**config.mk**
```make
export PLATFORM = sky130hd
export DESIGN_NAME = ssd_decoder
export DESIGN_NICKNAME = d
export VERILOG_FILES = /design/src/rtl/ssd_decoder.sv
export SDC_FILE = /design/constraint.sdc
export NUM_CORES = 1
export LEC_CHECK = 0
export BUFFER_PORTS_ARGS = -buffer_cell sky130_fd_sc_hd__clkbuf_2
export CORE_MARGIN = 1.5
export CORE_UTILIZATION = 41
export CTS_CLUSTER_DIAMETER = 50
export CTS_CLUSTER_SIZE = 20
export DETAILED_ROUTE_END_ITERATION = 10
export GPL_ROUTABILITY_DRIVEN = 0
export SLEW_MARGIN = 20
export SYNTH_ARGS = -nofsm -noshare
export SYNTH_HDL_FRONTEND = slang
export SYNTH_SLANG_ARGS = --single-unit
```
**constraint.sdc**
```tcl
create_clock -name clk -period 4.4 [get_ports clk]
set_input_delay 0.22 -clock clk [delete_from_list [all_inputs] [get_ports clk]]
set_output_delay 0.22 -clock clk [all_outputs]
set_load 0.005 [all_outputs]
```
**src/rtl/ssd_decoder.sv**
```systemverilog
// rtl/ssd_decoder.sv - recovers a 4-digit frame from a scanned 7-segment display bus
// Samples anode/segment lines, debounces them, decodes each digit and publishes complete frames.
module ssd_decoder #(
   parameter int STABLE_CNT = 4
) (
   input  logic        clk,
   input  logic        reset,
   input  logic [3:0]  Anode,
   input  logic [6:0]  LED_out,
   input  logic        err_clr,
   output logic [15:0] digits,
   output logic        frame_valid,
   output logic [7:0]  frame_cnt,
   output logic        seg_err,
   output logic        anode_err
);

   localparam logic [3:0] STABLE = 4'(STABLE_CNT);

   typedef enum logic [1:0] {IDLE, COLLECT, DONE} state_t;

   state_t      state;
   logic [10:0] sample;
   logic [3:0]  stab_cnt;
   logic [3:0]  stab_nxt;
   logic        acc;
   logic [15:0] shadow;
   logic [3:0]  seen;

   logic [3:0]  s_an;
   logic [6:0]  s_led;
   logic [3:0]  an_low;
   logic [3:0]  nib;
   logic        legal;
   logic        an_single;
   logic        an_blank;
   logic        frame_done;
   logic        slot_wr;
   logic        seg_set;
   logic        an_set;

   assign s_an   = sample[10:7];
   assign s_led  = sample[6:0];
   assign an_low = ~s_an;

   always_comb begin
      stab_nxt = 4'd1;
      if ({Anode, LED_out} == sample) begin
         if (stab_cnt == STABLE)
            stab_nxt = STABLE;
         else
            stab_nxt = stab_cnt + 4'd1;
      end
   end

   always_ff @(posedge clk or negedge reset) begin
      if (!reset) begin
         sample   <= '1;
         stab_cnt <= 4'd0;
         acc      <= 1'b0;
      end else begin
         sample   <= {Anode, LED_out};
         stab_cnt <= stab_nxt;
         // Fires only on the crossing, so a long stable window yields one acceptance.
         acc      <= (stab_nxt == STABLE) && (stab_cnt != STABLE);
      end
   end

   always_comb begin
      nib   = 4'hF;
      legal = 1'b1;
      case (s_led)
         7'b0000001: nib = 4'h0;
         7'b1001111: nib = 4'h1;
         7'b0010010: nib = 4'h2;
         7'b0000110: nib = 4'h3;
         7'b1001100: nib = 4'h4;
         7'b0100100: nib = 4'h5;
         7'b0100000: nib = 4'h6;
         7'b0001111: nib = 4'h7;
         7'b0000000: nib = 4'h8;
         7'b0000100: nib = 4'h9;
         7'b1111111: nib = 4'hF;
         default:    legal = 1'b0;
      endcase
   end

   assign an_blank   = (s_an == 4'hF);
   assign an_single  = !an_blank && ((an_low & (an_low - 4'd1)) == 4'd0);
   assign frame_done = (state == COLLECT) && (seen == 4'hF);
   // Writes are held off on the publish edge so the seen clear never collides with a new slot.
   assign slot_wr    = acc && an_single && legal && !frame_done;
   assign seg_set    = acc && !an_blank && !legal;
   assign an_set     = acc && !an_blank && !an_single;

   always_ff @(posedge clk or negedge reset) begin
      if (!reset) begin
         state       <= IDLE;
         shadow      <= 16'h0000;
         seen        <= 4'h0;
         digits      <= 16'h0000;
         frame_valid <= 1'b0;
         frame_cnt   <= 8'h00;
         seg_err     <= 1'b0;
         anode_err   <= 1'b0;
      end else begin
         if (seg_set)
            seg_err <= 1'b1;
         else if (err_clr)
            seg_err <= 1'b0;

         if (an_set)
            anode_err <= 1'b1;
         else if (err_clr)
            anode_err <= 1'b0;

         if (slot_wr) begin
            for (int k = 0; k < 4; k++) begin
               if (an_low[k]) begin
                  shadow[4*k +: 4] <= nib;
                  seen[k]          <= 1'b1;
               end
            end
         end

         frame_valid <= 1'b0;
         case (state)
            IDLE: begin
               if (slot_wr || seen != 4'h0)
                  state <= COLLECT;
            end
            COLLECT: begin
               if (seen == 4'hF) begin
                  state       <= DONE;
                  digits      <= shadow;
                  frame_valid <= 1'b1;
                  frame_cnt   <= frame_cnt + 8'd1;
                  seen        <= 4'h0;
               end
            end
            DONE: begin
               state <= IDLE;
            end
            default: state <= IDLE;
         endcase
      end
   end

endmodule

```
==> results of run 1 <==
==> cells in the mapped netlist, types with 2 or more instances <==
master / instances
xor2_1: 14
o211ai_1: 9
xnor2_1: 5
nor3_1: 7
o32a_1: 4
a21oi_1: 7
dfstp_2: 11
ha_1: 3
nand2_1: 11
dfrtp_1: 54
buf_2: 7
clkbuf_1: 7
and4_1: 2
o21ai_0: 5
nand4_1: 4
mux2_2: 18
inv_1: 15
nand3_1: 4
nor2_1: 9
or2_2: 2
and3b_1: 3
o2bb2ai_1: 4
or4_1: 2
nand3b_1: 2
nand4b_1: 3
o22a_1: 8
o21a_1: 2
nor4_1: 2
and2_1: 2
a211oi_2: 4
nand2b_1: 2
==> per-layer routing <==
metal / GRT usage (%) / share of wire [%] / vias up
li1: - / - / 1003
met1: 22.3 / 48 / 1016
met2: 25.3 / 46 / 58
met3: 6.88 / 5.1 / 10
met4: 5.05 / 1.3 / 0
met5: 0 / 0 / -
==> final cells by class <==
type | instances | area (um2) | area share (%)
Clock buffer | 10 | 138 | 3.88
Clock inverter | 6 | 90.1 | 2.54
Inverter | 15 | 56.3 | 1.59
Multi-Input combinational cell | 154 | 1180 | 33.4
Sequential cell | 65 | 1640 | 46.3
Tap cell | 96 | 120 | 3.39
Timing Repair Buffer | 52 | 318 | 8.97
==> kinds of logic (layout without fill, tap and decap cells) <==
kind of cell	Yosys count	after routing	share of synthesized area (%)
fa+ha+maj	4	4	1.61
buf+inv	30	83	4.37
mux	18	18	6.87
xor+xnor	19	19	5.64
simple gates	61	61	12.2
compound gates	52	52	13.7
flops	65	65	55.6
==> through the flow <==
| step | hold WS [ns] | cell area [um2] | setup WS, ns |
|---|---|---|---|
| final | 0.0252 | 3540 | 2.24 |
| after floorplan | -0.0756 | 2950 | 2.54 |
| after global placement | 0.331 | 3210 | 2.03 |
| after detailed placement | 0.331 | 3210 | 1.92 |
| after CTS | 0.0559 | 3540 | 1.92 |
| after global routing | 0.0914 | 3540 | 2.06 |
==> sequential cells by signal, summed over array words and instances, names as in the netlist <==
register     cells
sample          11
seg_err          1
seen             4
stab_cnt         4
frame_cnt        8
anode_err        1
shadow          16
state            2
digits          16
acc              1
frame_valid      1
==> power by group <==
group / leakage (uW) / internal (uW) / switching, uW
sequential: 0.000865 / 607 / 15.9
clock: 0.000113 / 336 / 240
combinational: 0.000691 / 24.1 / 28.4
==> worst max path at each step <==
stage	endpoint	slack [ns]	cells after the start
2_1_floorplan	shadow[10]$_DFFE_PN0P_	2.54	6
3_3_place_gp	shadow[6]$_DFFE_PN0P_	2.03	5
3_5_place_dp	shadow[6]$_DFFE_PN0P_	1.92	5
4_1_cts	shadow[6]$_DFFE_PN0P_	1.92	5
5_1_grt	shadow[6]$_DFFE_PN0P_	2.06	5
6_report	shadow[6]$_DFFE_PN0P_	2.24	5
==> worst register-to-register path, cell delays in order (launching register included) <==
cell and delay, ns:
dfrtp_1 0.39, and4_1 0.24, and3b_2 0.41, and3b_1 0.46
o21ai_0 0.30, o22a_1 0.26
==> impl_metrics.env, run 1 <==
export IMPL_status="complete, no violations"
export IMPL_synth_cell_types=48
export IMPL_cp_arrival_ns=2.40
export IMPL_hold_buffers=11
export IMPL_yosys_area_top_type_share_pct=45.8
export IMPL_cts_resized=0
export IMPL_die_h_um=87.8
export IMPL_antenna_cells=0
export IMPL_slew_viol_final=0
export IMPL_rsz0062_at_grt="false"
export IMPL_area_growth_pct=20.1
export IMPL_die_width_um=87.8
export IMPL_crit_start="seen[2]$_DFF_PN0_"
export IMPL_period_minus_slack_ns=2.16
export IMPL_regToRegStartpoint="seen[2]$_DFF_PN0_"
export IMPL_rrSetupSlack_ns=2.24
export IMPL_clock_skew_ns=0.0125
export IMPL_post_place_cells=371
export IMPL_antenna_found_initial=0
export IMPL_insertion_delay_ns=0.35
export IMPL_worst_path_buf_inv=0
export IMPL_critPathKind="reg2reg"
export IMPL_vias_per_cell=5.24
export IMPL_fin_cells=398
export IMPL_fin_setup_tns_ns=0
export IMPL_synth_top_cells_by_area="dfrtp_1, dfstp_2, mux2_2"
export IMPL_ant_nets=0
export IMPL_drt_iter0_drc=115
export IMPL_synth_seq_cells=65
export IMPL_ff2ff_path_depth=5
export IMPL_fillers=631
export IMPL_worst_setup_hold_path_clk_slew_ns=0.08
export IMPL_power_leakage_uw=0.00167
export IMPL_setup_viol=0
export IMPL_drtPass1Iterations=4
export IMPL_fin_util_pct=51.6
export IMPL_slew_headroom_pct=47.2
export IMPL_worst_path_largest_cell_delay_ns=0.46
export IMPL_cts_root_buffer="clkbuf_8"
export IMPL_max_cap_violations=0
export IMPL_critPathCaptureType="flop"
export IMPL_totalWireLength_mm=5.65
export IMPL_grt_remaining_overflow=0
export IMPL_layout_drive_gt1_share_pct=31.5
export IMPL_post_cts_buffers=0
export IMPL_clock_fmax_mhz=463
export IMPL_htree_levels=3
export IMPL_power_uw=1250
export IMPL_cp_max_fo=29
export IMPL_syn_area_um2=2950
export IMPL_grtUsageTotal_pct=16.8
export IMPL_vias=2087
export IMPL_die_area_um2=7710
export IMPL_cp_start_kind="flop"
export IMPL_cts_tree="done"
export IMPL_min_path_type="in2async"
export IMPL_peakVddDrop_v=0.000193
export IMPL_cp_cell_sequence="and4_1 > and3b_2 > and3b_1 > o21ai_0 > o22a_1"
export IMPL_power_density_nw_per_um2=353
export IMPL_synth_edf_count=0
export IMPL_hold_viol=0
export IMPL_synth_top_cell_by_area="dfrtp_1"
export IMPL_ys_seq_area_share_pct=55.6
export IMPL_nets=314
export IMPL_cp_slowest_cell="and3b_1"
export IMPL_grt_max_degree=66
export IMPL_port_buffers=40
export IMPL_start_util_pct=43.0
export IMPL_grt_pass1_wl_mm=9.69
export IMPL_rows=30
export IMPL_cp_top_family="simple AND/OR/NAND/NOR gates"
export IMPL_yosysWarnings=0
export IMPL_finalCritPeriodShare_pct=49.1
export IMPL_mostFrequentLayoutCells="dfrtp_1, clkbuf_2, mux2_2"
export IMPL_synth_nets=266
export IMPL_remaining_drc_errors=0
export IMPL_cp_required_ns=4.64
export IMPL_detailed_place_hpwl_mm=3.85
export IMPL_final_common_cell="dfrtp_1"
export IMPL_grt_pass1_vias=1921
export IMPL_reg2reg_to="shadow[6]$_DFFE_PN0P_"
export IMPL_synth_ff_type="dfrtp_1"
export IMPL_syn_inst=249
export IMPL_ioPinCount=41
export IMPL_wl_per_cell_um=14.2
export IMPL_cts_buffers=9
export IMPL_clockBufferDepth=2
export IMPL_tightest_slew_ns=0.792
export IMPL_avgSynthCellArea_um2=11.8
export IMPL_coreArea_um2=6870
export IMPL_cts_sinks=65
export IMPL_async_flop_share_pct=100
Power figures use the tool's default switching activity.
==> run 2: changes to the inputs <==
==> constraint.sdc (replaced) <==
create_clock -name clk -period 2.25 [get_ports clk]
set_input_delay 0.1125 -clock clk [delete_from_list [all_inputs] [get_ports clk]]
set_output_delay 0.1125 -clock clk [all_outputs]
set_load 0.005 [all_outputs]
==> impl_metrics.env, run 2 (same netlist as run 1, synthesis figures left out) <==
export IMPL_die_width_um=87.8
export IMPL_grt_max_degree=26
export IMPL_p_int_uw=1870
export IMPL_pwr_share_clk_pct=45.2
export IMPL_clockBufferDepth=2
export IMPL_reg2reg_to="shadow[14]$_DFFE_PN0P_"
export IMPL_power_uw=2420
export IMPL_slew_viol_final=0
export IMPL_power_leakage_uw=0.00169
export IMPL_grt_pass1_vias=2012
export IMPL_insertion_delay_ns=0.35
export IMPL_antenna_cells=0
export IMPL_mostFrequentLayoutCells="dfrtp_1, clkbuf_2, mux2_2"
export IMPL_rrSetupSlack_ns=0.20
export IMPL_worst_setup_hold_path_clk_slew_ns=0.08
export IMPL_cp_required_ns=2.48
export IMPL_cp_slowest_cell="dfstp_2"
export IMPL_period_minus_slack_ns=2.05
export IMPL_max_cap_violations=0
export IMPL_drt_iter0_drc=112
export IMPL_cts_sinks=65
export IMPL_power_density_nw_per_um2=677
export IMPL_area_growth_pct=21.0
export IMPL_vias=2051
export IMPL_cp_arrival_ns=2.28
export IMPL_status="complete, no violations"
export IMPL_swShare_pct=22.8
export IMPL_hold_buffers=13
export IMPL_cts_root_buffer="clkbuf_8"
export IMPL_remaining_drc_errors=0
export IMPL_totalWireLength_mm=5.84
export IMPL_detailed_place_hpwl_mm=4.21
export IMPL_cts_tree="done"
export IMPL_critPathCaptureType="flop"
export IMPL_peakVddDrop_v=0.000396
export IMPL_nets=318
export IMPL_min_path_type="in2async"
export IMPL_final_common_cell="dfrtp_1"
export IMPL_cp_start_kind="flop"
export IMPL_p_comb_share_pct=4.5
export IMPL_clock_fmax_mhz=488
export IMPL_die_area_um2=7710
export IMPL_cp_max_fo=11
export IMPL_slew_headroom_pct=52.5
export IMPL_grt_pass1_wl_mm=10.0
export IMPL_rows=30
export IMPL_wl_per_cell_um=14.5
export IMPL_seqPwrFrac_pct=50.3
export IMPL_finalCritPeriodShare_pct=91.0
export IMPL_reg_top3="digits (16), shadow (16), sample (11)"
export IMPL_ant_nets=0
export IMPL_clock_skew_ns=0.0113
export IMPL_htree_levels=3
export IMPL_p_sw_uw=551
export IMPL_ff2ff_path_depth=5
export IMPL_critPathKind="reg2reg"
export IMPL_ioPinCount=41
export IMPL_dp_slack_ns=0.182
export IMPL_antenna_found_initial=0
export IMPL_hold_viol=0
export IMPL_post_cts_buffers=0
export IMPL_layout_drive_gt1_share_pct=31.0
export IMPL_grt_remaining_overflow=0
export IMPL_port_buffers=40
export IMPL_setup_ws_ns=0.202
export IMPL_tightest_slew_ns=0.705
export IMPL_die_h_um=87.8
export IMPL_cts_resized=0
export IMPL_drtPass1Iterations=4
export IMPL_rsz0062_at_grt="false"
export IMPL_start_util_pct=43.0
export IMPL_grtUsageTotal_pct=17.4
export IMPL_fin_setup_tns_ns=0
export IMPL_regToRegStartpoint="sample[10]$_DFF_PN1_"
export IMPL_worst_path_largest_cell_delay_ns=0.67
export IMPL_coreArea_um2=6870
export IMPL_setup_viol=0
export IMPL_cts_buffers=9
export IMPL_vias_per_cell=5.10
export IMPL_crit_start="sample[10]$_DFF_PN1_"
export IMPL_cp_cell_sequence="xnor2_1 > o211ai_1 > and3b_1 > o21ai_0 > o22a_1"
export IMPL_fin_util_pct=52.0
==> run 2: changes by cell type in the layout (fill, tap and decap cells not counted) <==
| cell | before | now |
|---|---|---|
| dlygate4sd3_1 | 11 | 13 |
| and3b_1 | 2 | 3 |
| buf_4 | 1 | 3 |
| and3b_2 | 1 | 0 |
| clkbuf_1 | 0 | 1 |
| clkinvlp_4 | 1 | 0 |
| clkbuf_8 | 10 | 9 |
| clkinv_4 | 1 | 2 |
==> run 2: power groups by stage <==
stage | clock [uW] | sequential [uW] | combinational (uW)
global route | 1190 | 1220 | 125
floorplan | 0 | 1210 | 69.2
global placement | 0 | 1240 | 94.7
CTS | 1120 | 1220 | 112
detailed placement | 0 | 1240 | 94.3
finish | 1090 | 1220 | 110
==> run 2: how the worst max path moves through the flow <==
stage	end	slack, ns	depth (start not counted)
floorplan	shadow[10]$_DFFE_PN0P_	0.39	6
global placement	shadow[10]$_DFFE_PN0P_	0.26	5
detailed placement	shadow[2]$_DFFE_PN0P_	0.18	5
CTS	shadow[10]$_DFFE_PN0P_	0.17	5
global route	shadow[6]$_DFFE_PN0P_	0.04	5
finish	shadow[14]$_DFFE_PN0P_	0.20	5
==> run 2: worst max-delay path: cells and delay by family, from the launching register on <==
family                    cells  cell delay, ns
AOI/OAI and AO/OA             3            0.82
DFF                           1            0.67
and+or+nand+nor               1            0.36
xor gates and xnor gates      1            0.09
==> run 2: layout make-up <==
cell class              instances  area [um2]
clock buffers                  10         128
clock inverters                 6        91.3
fillers                       621        3300
inverters                      15        56.3
multi-input cells             154        1180
flip-flops and latches         65        1640
well taps                      96         120
repair buffers                 56         353
==> run 2: metrics by stage <==
step	cell area (um2)	hold slack, ns	instances
after floorplan	2950	-0.183	249
after global placement	3220	0.108	373
after detailed placement	3220	0.113	373
after CTS	3570	0.279	402
after global routing	3570	0.302	402
final	3570	0.260	402
==> run 2: routing by layer <==
layer  track usage, %  part of all wire [%]  wire length, um  up-vias
li1                 -                     -                -     1002
met4             4.76                   1.2               69        0
met2             26.6                    47             2740       46
met3             6.31                   4.5              260        8
met5                0                     0                0        -
met1             23.5                    48             2780      995
